### src/rtl/conv_32b_8b.sv
// 32-bit to 8-bit serializer: MSB byte first, one byte per clk_4f, with a one-word pending slot.
// Optional byte_idx/sof outputs are enabled with `define CONV_32B_8B_BYTE_IDX_EN.
module conv_32b_8b #(
    parameter logic [7:0] IDLE_DATA = 8'h00
) (
    input  logic        clk_4f,
    input  logic        reset_L,
    input  logic [31:0] data_in,
    input  logic        valid_in,
    output logic        ready_in,
    output logic [7:0]  data_out,
`ifdef CONV_32B_8B_BYTE_IDX_EN
    output logic [1:0]  byte_idx,
    output logic        sof,
`endif
    output logic        valid_out
);

    logic [31:0] act_q, act_d;
    logic        act_v_q, act_v_d;
    logic [31:0] pend_q, pend_d;
    logic        pend_v_q, pend_v_d;
    logic [1:0]  cnt_q, cnt_d;
    logic [7:0]  data_out_q, data_out_d;
    logic        valid_out_q, valid_out_d;
    logic [1:0]  byte_idx_q, byte_idx_d;
    logic        sof_q, sof_d;

    logic busy;
    logic accept;

    function automatic logic [7:0] byte_sel(input logic [31:0] word, input logic [1:0] idx);
        logic [7:0] b;
        case (idx)
            2'd0:    b = word[31:24];
            2'd1:    b = word[23:16];
            2'd2:    b = word[15:8];
            default: b = word[7:0];
        endcase
        return b;
    endfunction

    // ready_in depends only on state, never on valid_in
    assign ready_in = !pend_v_q;
    assign accept   = valid_in && !pend_v_q;
    assign busy     = act_v_q && (cnt_q != 2'd3);

    always_comb begin
        act_d       = act_q;
        act_v_d     = act_v_q;
        pend_d      = pend_q;
        pend_v_d    = pend_v_q;
        cnt_d       = cnt_q;
        data_out_d  = data_out_q;
        valid_out_d = valid_out_q;

        if (busy) begin
            cnt_d       = cnt_q + 2'd1;
            data_out_d  = byte_sel(act_q, cnt_q + 2'd1);
            valid_out_d = 1'b1;
            if (accept) begin
                pend_d   = data_in;
                pend_v_d = 1'b1;
            end
        end else if (pend_v_q) begin
            // pending word beats a simultaneous input; ready_in is low here anyway
            act_d       = pend_q;
            act_v_d     = 1'b1;
            pend_v_d    = 1'b0;
            cnt_d       = 2'd0;
            data_out_d  = pend_q[31:24];
            valid_out_d = 1'b1;
        end else if (valid_in) begin
            act_d       = data_in;
            act_v_d     = 1'b1;
            cnt_d       = 2'd0;
            data_out_d  = data_in[31:24];
            valid_out_d = 1'b1;
        end else begin
            act_v_d     = 1'b0;
            cnt_d       = 2'd0;
            data_out_d  = IDLE_DATA;
            valid_out_d = 1'b0;
        end
    end

    always_comb begin
        byte_idx_d = valid_out_d ? cnt_d : 2'd0;
        sof_d      = valid_out_d && (cnt_d == 2'd0);
    end

    always_ff @(posedge clk_4f or negedge reset_L) begin
        if (!reset_L) begin
            act_q       <= 32'd0;
            act_v_q     <= 1'b0;
            pend_q      <= 32'd0;
            pend_v_q    <= 1'b0;
            cnt_q       <= 2'd0;
            data_out_q  <= IDLE_DATA;
            valid_out_q <= 1'b0;
            byte_idx_q  <= 2'd0;
            sof_q       <= 1'b0;
        end else begin
            act_q       <= act_d;
            act_v_q     <= act_v_d;
            pend_q      <= pend_d;
            pend_v_q    <= pend_v_d;
            cnt_q       <= cnt_d;
            data_out_q  <= data_out_d;
            valid_out_q <= valid_out_d;
            byte_idx_q  <= byte_idx_d;
            sof_q       <= sof_d;
        end
    end

    assign data_out  = data_out_q;
    assign valid_out = valid_out_q;

`ifdef CONV_32B_8B_BYTE_IDX_EN
    assign byte_idx = byte_idx_q;
    assign sof      = sof_q;
`else
    // index/sof flops stay unobserved when the optional ports are absent
    logic unused_idx;
    assign unused_idx = ^{byte_idx_q, sof_q};
`endif

endmodule

### config.mk
export PLATFORM = sky130hd
export DESIGN_NAME = conv_32b_8b
export DESIGN_NICKNAME = d
export VERILOG_FILES = /design/src/rtl/conv_32b_8b.sv
export SDC_FILE = /design/constraint.sdc
export NUM_CORES = 1
export LEC_CHECK = 0
export ABC_AREA = 1
export CAP_MARGIN = 10
export CORE_MARGIN = 5
export CORE_UTILIZATION = 50
export CTS_BUF_LIST = sky130_fd_sc_hd__clkbuf_2 sky130_fd_sc_hd__clkbuf_4 sky130_fd_sc_hd__clkbuf_8
export DETAILED_ROUTE_END_ITERATION = 10
export GPL_ROUTABILITY_DRIVEN = 0
export PLACE_DENSITY = 0.77
export SYNTH_ARGS = -nofsm -noshare
export SYNTH_HDL_FRONTEND = slang
export SYNTH_SLANG_ARGS = --single-unit
export TNS_END_PERCENT = 30
### constraint.sdc
create_clock -name clk_4f -period 2 [get_ports clk_4f]
set_input_delay 0.5 -clock clk_4f [delete_from_list [all_inputs] [get_ports clk_4f]]
set_output_delay 0.5 -clock clk_4f [all_outputs]
set_load 0.1 [all_outputs]
# Word-level counts from Yosys, hierarchy flattened
# Cells that the tools add are included.
[classes]
mux = 12
bitwise = 1
addsub = 1
eq_ne = 4
n_reduce_logical = 7
[ops]
columns = ["cell", "n"]
rows = [
  ["2-to-1 mux 32 bit", 2],
  ["2-to-1 mux 8 bit", 3],
  ["case mux 8 bit (3 select lines)", 1],
  ["2-to-1 mux 1 bit", 5],
  ["AND reduction 2 bit", 2],
  ["adder 2 x 1 -> 2 bit, second input constant", 1],
  ["== test 2 x 1 -> 1 bit, second input constant", 1],
  ["== test 2 bit, second input constant", 1],
  ["logical AND 1 bit", 2],
  ["zero test 2 bit", 1],
  ["2-to-1 mux 2 bit", 1],
  ["inequality test 2 x 1 -> 1 bit, second input constant", 1],
  ["inequality test 2 bit, second input constant", 1],
  ["nonzero test 2 bit", 1],
  ["zero test 1 bit", 1],
  ["inverter 1 bit", 1],
]
[word_totals]
ff_bits = 77
in_bits = 35

# Depth between registers and ports, before layout
[depth]
depth_word = 4
ltp_mapped = 8
ltp_nobuf = 7

# Least setup slack after synthesis
# Ideal clock, no wire load.
[synth_timing]
path_type = "reg-to-output"
startpoint = "register pend_v_q"
endpoint = "output port ready_in"
stages_incl_launch_ff = 4
arrival_time_ns = 1.312
path_slack_ns = 0.188
t_required_ns = 1.500
cell_sequence = "dfrtp_1 -> buf_6 -> buf_4 -> inv_1"
[synth_between]
elab_chain_len = 1
[synth_rtl]
columns = ["element", "line", "rtl"]
rows = [
  ["start, declared", "22", "logic pend_v_q, pend_v_d;"],
  ["start signal, assigned", "107", "pend_v_q <= pend_v_d;"],
  ["zero test 1 bit", "44", "assign ready_in = !pend_v_q;"],
  ["end, declared", "10", "output logic ready_in,"],
]
# No other way between the ends.

# Final worst setup path
[layout_timing]
startpoint = "register cnt_q[0]"
endpoint = "register pend_q[8]"
[layout_between]
elab_chain_len = 3
[layout_rtl]
columns = ["element", "line", "rtl"]
rows = [
  ["start, declared", "23", "logic [1:0] cnt_q, cnt_d;"],
  ["start signal, assigned", "108", "cnt_q <= cnt_d;"],
  ["inequality test 2 bit", "46", "assign busy = act_v_q && (cnt_q != 2'd3);"],
  ["logical AND 1 bit", "46", ""],
  ["AND reduction 2 bit (no source line)", "--", ""],
  ["end signal, assigned", "106", "pend_q <= pend_d;"],
  ["end, declared", "21", "logic [31:0] pend_q, pend_d;"],
]
# No other way between the ends.
# A chain may end at the register's enable or synchronous reset.

==> qor.txt <==
=====================================================================================
Status ................................................................. finished clean
Commonest cells after routing, fill and taps aside ..................... nand2_1, dfrtp_1, o21ai_0
CTS tree ...............................................................          yes
Fin nets ...............................................................          532
Net Count, Synth .......................................................          496
Final routed wire length divided by cell count .........................     12.28 um
Final critical-path required period ....................................      1629 ps
Peak supply drop .......................................................  0.0007313 V
Final non-filler cell area .............................................     4423 um2
Clock sink total .......................................................           77
Number of diodes added for antenna fixing ..............................            0
Crit path max-delay family ............................................. simple AND/OR/NAND/NOR gates
Final setup violation count ............................................            0
Total instance count after detailed placement ..........................          580
Ordered cell list for the critical path ................................ ha_1, nor2_8, nand2_4, buf_4, nand2_1, o21ai_1
Starting utilization of the core area ..................................       0.5161
Count of H-tree levels built during CTS ................................            3
Peak per-stage delay on the critical path ..............................       440 ps
Data arrival time of the critical path .................................      1850 ps
Core Region ............................................................     7253 um2
FF-to-FF End ........................................................... pend_q[8]$_DFFE_PN0P_
Sequential fraction of the synthesis area ..............................       0.5147
Vias in the first global route .........................................        2,837
Register-to-register setup slack .......................................       370 ps
Ratio of final minimum period to clock period ..........................       0.8145
Worst reg-to-reg path cell count .......................................            6
Layout area overhead ...................................................       18.15%
Static Leakage .........................................................     2.313 nW
Top cell type's share of synthesized area ..............................       0.5147
Crit path depth ........................................................            6
Post-Place Worst Slack .................................................     156.1 ps
Final Instance Count excl. Fillers .....................................          596
Full die area ..........................................................     9318 um2
Critical Path RT .......................................................      2220 ps
Worst Skew .............................................................     7.391 ps
Syn_area_per_cell ......................................................    8.210 um2
Fmax ...................................................................    613.9 MHz
Die Y ..................................................................     96.53 um
Row Count ..............................................................           31
Number of cells upsized or downsized after cts .........................            0
Most frequent standard cell in the layout excluding fill and tap cells .      nand2_1
Remaining global-route overflow ........................................            0
Sum Neg Setup Slack ....................................................         0 ps
Largest area contributor in the netlist ................................      dfrtp_1
Count of buffers from port buffering ...................................           44
Max Buffers Root-to-Sink ...............................................            2
Setup WS post-layout ...................................................     371.0 ps
Number of buffers inserted by hold repair at cts .......................            0
Post-synthesis instance area ...........................................     3744 um2
Core Util, Final .......................................................       0.6098
Endpoint kind of the worst setup timing path ...........................         flop
Number of buffers added by the clock tree synthesis step ...............            9
Sort of element at the start of the critical path ......................         flop
Setup repair after global routing missed its margin ....................           no
GRT Overall Usage ......................................................       0.1715
Dpl cell area ..........................................................     4189 um2
Crit path buffers/inverters ............................................            1
Max Transition Viols Final .............................................            0
Actual slew at the worst max-slew pin ..................................     463.0 ps
Reg2reg start .......................................................... cnt_q[0]$_DFF_PN0_
First-pass DRT Iterations ..............................................            4
Number of different library cells in the post-synthesis netlist ........           15
Final routed DRC violation total .......................................            0
Setup Crit Path Kind ...................................................   reg -> reg
Syn. warnings ..........................................................            0
Power per Cell Area ....................................................  1671 nW/um2
Leading cell types by total area after synthesis ....................... dfrtp_1, nand2_1, o21ai_0
I/O pin total ..........................................................           45
Largest net degree at the start of global routing ......................           78
Insertion delay of the later-clocked pin in the worst-skew pair ........       340 ps
Number of max-cap violations ...........................................            0
Number of register bits inferred by synthesis ..........................           77
Remaining max-slew budget at the tightest pin ..........................       0.6910
Wire length of the first global-routing pass ...........................    12,420 um
Via/cell ratio .........................................................        4.903
Number of DRC violations after detailed-routing iteration 0 ............          144
Number of antenna violations at the first check in global routing ......            0
Fraction of final layout cells with drive strength greater than 1 ......       0.1247
CTS clk-pin slew, worst paths ..........................................        80 ps
ANT nets after route ...................................................            0
Half-perimeter wire length after placement .............................      5076 um
Count of mapped cells out of synthesis .................................          456
Number of hold violations in the final report ..........................            0
CTS Root Cell ..........................................................     clkbuf_8
Total vias in the final route ..........................................        2,922
Drt total wl ...........................................................      7320 um
Postcts setup bufs .....................................................            0
Cell with the largest stage delay on the worst path ....................      dfrtp_1
Final Hold Slack .......................................................     163.6 ps
Hold Crit Class ........................................................  in -> async
Top fanout value on the critical path ..................................           20
Total Power ............................................................     7.389 mW
X dimension of the die .................................................     96.53 um
=====================================================================================
-- layer usage --
metal	track usage	wire length, um
met4	0.08061	138
met1	0.2232	3357
met5	0	0
met3	0.03331	316
met2	0.2764	3508
-- cells by family after synthesis --
kind of cell | share of synthesized area
AOI/OAI and AO/OA | 0.1611
adders and majority gates | 0.01671
buffers and inverters | 0.09358
DFF | 0.5147
and+or+nand+nor | 0.2139
-- cells in the mapped netlist --
library cell  instances
o21ai_2              22
nor2_1               20
buf_6                11
buf_2                 4
nor2_8                1
buf_4                 3
dfrtp_1              77
o21ai_0              61
ha_1                  5
inv_1                40
nand2_1             179
o21ai_1              21
nor2_4                2
nand2_4               1
clkbuf_1              9
-- power breakdown --
part / leakage, nW / total (mW) / internal, mW / switching [mW]
registers: 0.953 / 2.65 / 2.28 / 0.365
clock network: 0.117 / 1.35 / 0.800 / 0.546
logic: 1.24 / 3.40 / 1.10 / 2.29
total: 2.31 / 7.39 / 4.18 / 3.20
-- sequential cells by signal, summed over array words and instances (netlist names) --
| signal | flops |
|---|---|
| act_q | 32 |
| cnt_q | 2 |
| pend_q | 32 |
| data_out | 8 |
| act_v_q | 1 |
| valid_out | 1 |
| pend_v_q | 1 |
-- worst max path at each step --
| stage | start | endpoint | slack (ps) |
|---|---|---|---|
| floorplan | pend_v_q$_DFFE_PN0P_ | ready_in | 190 |
| global placement | valid_in | pend_q[7]$_DFFE_PN0P_ | 180 |
| detailed placement | valid_in | pend_q[8]$_DFFE_PN0P_ | 160 |
| CTS | pend_v_q$_DFFE_PN0P_ | ready_in | 360 |
| global route | cnt_q[0]$_DFF_PN0_ | data_out[0]$_DFF_PN0_ | 240 |
| finish | cnt_q[0]$_DFF_PN0_ | pend_q[8]$_DFFE_PN0P_ | 370 |
-- final cells by class --
type / count / area [um2]
fillers: 658 / 2830
flip-flops and latches: 77 / 1928
multi-input cells: 312 / 1466
repair buffers: 52 / 520.5
well taps: 99 / 123.9
inverters: 40 / 150.1
clock buffers: 13 / 166.4
clock inverters: 3 / 67.56
(Power assumes the default switching activity.)
